$ cat src/rtl/uart_tx_mmio.sv
`default_nettype none
// +--------------------------------------------------------------------------+
// | uart_tx_mmio : memory-mapped 8N1 UART transmitter with a transmit FIFO   |
// | Rev 1.0                                                                  |
// +--------------------------------------------------------------------------+
module uart_tx_mmio #(
   parameter int CLOCK_FREQ = 50_000_000,
   parameter int BAUD_RATE  = 115_200,
   parameter int FIFO_DEPTH = 4
) (
   input  logic        clk,
   input  logic        rst,
   input  logic        we,
   input  logic        re,
   input  logic [31:0] addr,
   input  logic [31:0] wdata,
   output logic [31:0] rdata,
   output logic        serial_out
);

   localparam int CPB   = CLOCK_FREQ / BAUD_RATE;
   localparam int CNT_W = (CPB > 1) ? $clog2(CPB) : 1;
   localparam int PTR_W = $clog2(FIFO_DEPTH);

   localparam logic [31:0]      STAT_ADDR = 32'h8000_0000;
   localparam logic [31:0]      TX_ADDR   = 32'h8000_0008;
   localparam logic [CNT_W-1:0] CYC_LAST  = CNT_W'(CPB - 1);
   localparam logic [CNT_W-1:0] CYC_ONE   = CNT_W'(1);
   localparam logic [PTR_W:0]   CNT_FULL  = (PTR_W + 1)'(FIFO_DEPTH);
   localparam logic [PTR_W:0]   CNT_ONE   = (PTR_W + 1)'(1);
   localparam logic [PTR_W-1:0] PTR_ONE   = PTR_W'(1);

   typedef enum logic [1:0] {
      IDLE  = 2'd0,
      START = 2'd1,
      DATA  = 2'd2,
      STOP  = 2'd3
   } state_t;

   state_t           state;
   logic [CNT_W-1:0] cyc;
   logic [2:0]       bit_idx;
   logic [7:0]       shift;

   logic [7:0]       mem [FIFO_DEPTH];
   logic [PTR_W-1:0] rd_ptr;
   logic [PTR_W-1:0] wr_ptr;
   logic [PTR_W:0]   count;
   logic             overflow;

   logic wr_hit, full, push, drop, stat_rd, pop, bit_end, unused_wdata;

   assign wr_hit       = we && (addr == TX_ADDR);
   assign full         = (count == CNT_FULL);
   assign push         = wr_hit && !full;
   assign drop         = wr_hit && full;
   assign stat_rd      = re && (addr == STAT_ADDR);
   assign bit_end      = (cyc == CYC_LAST);
   assign unused_wdata = ^wdata[31:8];

   // The FSM takes the head either from IDLE or at the tail of a stop bit,
   // which is what gives back-to-back frames without a gap.
   assign pop = (count != '0) && ((state == IDLE) || ((state == STOP) && bit_end));

   always_ff @(posedge clk) begin
      if (push) begin
         mem[wr_ptr] <= wdata[7:0];
      end
   end

   always_ff @(posedge clk or posedge rst) begin
      if (rst) begin
         wr_ptr   <= '0;
         rd_ptr   <= '0;
         count    <= '0;
         overflow <= 1'b0;
      end else begin
         if (push) wr_ptr <= wr_ptr + PTR_ONE;
         if (pop)  rd_ptr <= rd_ptr + PTR_ONE;
         case ({push, pop})
            2'b10:   count <= count + CNT_ONE;
            2'b01:   count <= count - CNT_ONE;
            default: count <= count;
         endcase
         if (drop) begin
            overflow <= 1'b1;
         end else if (stat_rd) begin
            overflow <= 1'b0;
         end
      end
   end

   always_ff @(posedge clk or posedge rst) begin
      if (rst) begin
         state      <= IDLE;
         cyc        <= '0;
         bit_idx    <= '0;
         shift      <= '0;
         serial_out <= 1'b1;
      end else begin
         case (state)
            IDLE: begin
               serial_out <= 1'b1;
               cyc        <= '0;
               if (pop) begin
                  shift      <= mem[rd_ptr];
                  serial_out <= 1'b0;
                  state      <= START;
               end
            end
            START: begin
               if (bit_end) begin
                  cyc        <= '0;
                  bit_idx    <= '0;
                  serial_out <= shift[0];
                  state      <= DATA;
               end else begin
                  cyc <= cyc + CYC_ONE;
               end
            end
            DATA: begin
               if (bit_end) begin
                  cyc <= '0;
                  if (bit_idx == 3'd7) begin
                     serial_out <= 1'b1;
                     state      <= STOP;
                  end else begin
                     bit_idx    <= bit_idx + 3'd1;
                     serial_out <= shift[1];
                     shift      <= {1'b0, shift[7:1]};
                  end
               end else begin
                  cyc <= cyc + CYC_ONE;
               end
            end
            STOP: begin
               if (bit_end) begin
                  cyc <= '0;
                  if (pop) begin
                     shift      <= mem[rd_ptr];
                     serial_out <= 1'b0;
                     state      <= START;
                  end else begin
                     state <= IDLE;
                  end
               end else begin
                  cyc <= cyc + CYC_ONE;
               end
            end
            default: state <= IDLE;
         endcase
      end
   end

   always_comb begin
      rdata = '0;
      if (stat_rd) begin
         rdata = {29'd0, overflow, ((count == '0) && (state == IDLE)), !full};
      end
   end

endmodule
`default_nettype wire

$ cat config.mk
export PLATFORM = sky130hd
export DESIGN_NAME = uart_tx_mmio
export DESIGN_NICKNAME = d
export VERILOG_FILES = /design/src/rtl/uart_tx_mmio.sv
export SDC_FILE = /design/constraint.sdc
export NUM_CORES = 1
export LEC_CHECK = 0
export ABC_AREA = 1
export CAP_MARGIN = 20
export CORE_UTILIZATION = 48
export DETAILED_ROUTE_END_ITERATION = 16
export GPL_ROUTABILITY_DRIVEN = 0
export PLACE_DENSITY = 0.93
export SKIP_CTS_REPAIR_TIMING = 1
export SLEW_MARGIN = 20
export SYNTH_ARGS = -nofsm -noshare
export SYNTH_HDL_FRONTEND = slang
export SYNTH_SLANG_ARGS = --single-unit
$ cat constraint.sdc
create_clock -name clk -period 3 [get_ports clk]
set_clock_uncertainty 0.15 [all_clocks]
set_input_delay 0.6 -clock clk [delete_from_list [all_inputs] [get_ports clk]]
set_output_delay 0.6 -clock clk [all_outputs]
set_load 0.01 [all_outputs]
==> flow_summary_export.csv <==
group,metric,value,unit
outcome,status,"finished clean",
critical_path,reg2reg_depth,12,
critical_path,cp-end-kind,"output port",
layout,final_cells,542,
sta,fmax,0.362,GHz
clock_network,clk_pin_slew,0.06,ns
route,drtIter0Drc,225,
layout,final_common_cell,"nand2_1",
yosys,ys_ff_latch,63,
clock_network,insertion_delay,0.34,ns
yosys,synthFlopType,"edfxtp_1",
route,met2WireLength,3690,microns
route,ant_nets,0,
grt,grt_overflow,0,
floorplanning,chipHeight,86.6,microns
critical_path,worstSetupPathType,"in -> out",
yosys,synth_area_leaders,"edfxtp_1 (28%), dfrtp_1 (22%), nand2_1 (12%)",
sta,finalHoldViolCount,0,
sta,period_share,0.920,
sta,slew_headroom,0.604,
yosys,synth_warnings,0,
yosys,syn_area_per_cell,9.04,sq um
floorplanning,ios,101,
clock_network,clock_path_buffers,2,
grt,antenna_found_initial,0,
yosys,synth_edf_count,32,
route,top_layer,"met4",
route,wl_met1,2580,microns
min_path,min_path_type,"reg -> reg",
clock_network,h-tree-depth,3,
power_and_ir_drop,ir_drop,0.356,mV
layout,nets,524,
layout,final_cell_mix,"nand2_1 (107), clkdlybuf4s50_1 (44), nor2_1 (40)",
floorplanning,core,6870,sq um
yosys,synth.top_cell.area_share,0.280,
route,vias,2703,
clock_network,tritoncts,"done",
route,wl_met3,609,microns
sta,holdWs,0.330,ns
yosys,ys_seq_area_frac,0.506,
critical_path,r2r_slack,0.29,ns
yosys,async_flop_share,0.492,
grt,grt_pass1_wl,11600,microns
sta,worst_slew_pin_slew,0.593,ns
critical_path,cp-startpoint,"addr[11]",
route,avgRoutedWirePerCell,12.9,microns
grt,grt_use_total,0.205,
critical_path,path_max_fanout,5,
layout,syn_to_final_growth,21.7,%
critical_path,r2r_end,"count[2]",
power_and_ir_drop,p_leak,0.00190,uW
place,dp.cells,523,
route,dr.pass1.iters,4,
critical_path,regToRegStartpoint,"state[1]",
yosys,syn-cell-area,3430,sq um
clock_network,cts_sinks,63,
yosys,synthesis.instances,380,
flow_run,max_cap_viol_count,0,
sta,drv_slew,0,
power_and_ir_drop,pwr_density_cell,427,nW/um^2
place,place_hpwl,5120,microns
floorplanning,rows,30,
critical_path,cp_data_arrival_time,2.01,ns
sta,setup-violations-final,0,
yosys,ys_types,32,
critical_path,crit_required,2.25,ns
layout,drive_gt1_frac,0.0964,
layout,antennaDiodeCount,0,
critical_path,worstSetupStartpointType,"input port",
route,drcViolationCount,0,
sta,period_minus_slack,2.76,ns
grt,grt_max_degree,32,
power_and_ir_drop,power,1790,uW
critical_path,endpoint,"rdata[2]",
floorplanning,die_w,86.6,microns
sta,rsz0062_at_grt,"false",
floorplanning,die-area,7500,sq um
route,wl,7020,microns
route,vias_per_cell,4.99,
floorplanning,initial_core_util,0.500,
place,numPortBuffers,47,
clock_network,cts_root_buf,"clkbuf_8",
clock_network,numCtsBuffers,9,
grt,grt_pass1_vias,2639,
yosys,yosys.area.top_type,"edfxtp_1",
==> final cells by class <==
type                            count  area, sq um
Tap cell                           96          120
Clock inverter                      5         75.1
Clock buffer                       11          131
Timing Repair Buffer               57          553
Sequential cell                    63         1740
Multi-Input combinational cell    280         1450
Inverter                           30          113
Fill cell                         543         2690
==> state kept, by name, summed over array words and instances, names as in the netlist <==
register	cells
overflow	1
rd_ptr	2
wr_ptr	2
count	3
bit_idx	3
mem	32
serial_out	1
state	2
shift	8
cyc	9
==> report_power, final <==
group	total [uW]	internal [uW]	switching, uW	leakage (uW)
clock network	782	463	319	0.0000986
logic	94.6	53.1	41.4	0.00113
registers	909	909	0.00000101	0.000668
total	1790	1430	360	0.00190
==> layer usage <==
layer  vias up  global-route usage
li1       1295                   -
met1      1253               0.218
met2       142               0.374
met3        13              0.0610
met4         0              0.0924
met5         -                   0
==> kinds of logic (layout without fill, tap and decap cells) <==
family / count (synthesis) / after routing / synth area share
DFF: 63 / 63 / 0.506
adders and majority gates: 15 / 15 / 0.0568
xor gates and xnor gates: 5 / 5 / 0.0128
other: 1 / 29 / 0.00109
and+or+nand+nor: 214 / 214 / 0.289
AOI/OAI and AO/OA: 17 / 17 / 0.0299
buffers and inverters: 65 / 103 / 0.105
==> worst max-delay path: stages <==
cell and delay (ns):
clkdlybuf4s50_1 0.39, nor2_1 0.10, nand3_1 0.13, nor2_4 0.18
nand4_1 0.17, buf_4 0.18, nor2_1 0.10, dlymetal6s2s_1 0.17
==> through the flow <==
stage                     worst slack, ns  TNS, ns  instance area [sq um]   util
after floorplan                     0.551        0                   3540      -
after global placement             -0.138   -0.382                   3940  0.573
after detailed placement           -0.194   -0.567                   3940  0.573
after CTS                          -0.197   -0.570                   4140  0.603
after global routing               0.0767        0                   4180  0.609
final                               0.240        0                   4180  0.609
==> Yosys cell counts, drive strengths merged, types with 2 or more instances <==
library cell,instances
edfxtp,32
o21ai,7
a21oi,9
inv,30
nand2,114
xnor2,2
nand4,6
xor2,3
ha,14
dfrtp,30
buf,34
nand3,41
nor2,43
nor3,8
==> worst min-delay path by stage <==
stage                  start       end  slack [ns]  cells after the start
floorplan           shift[0]  shift[0]        0.29                      2
global placement    shift[6]  shift[6]        0.30                      2
detailed placement  shift[2]  shift[2]        0.31                      2
CTS                 shift[4]  shift[4]        0.33                      2
global route        shift[2]  shift[2]        0.34                      2
finish              shift[4]  shift[4]        0.33                      2
No activity file was read; power rests on OpenSTA's default activity.
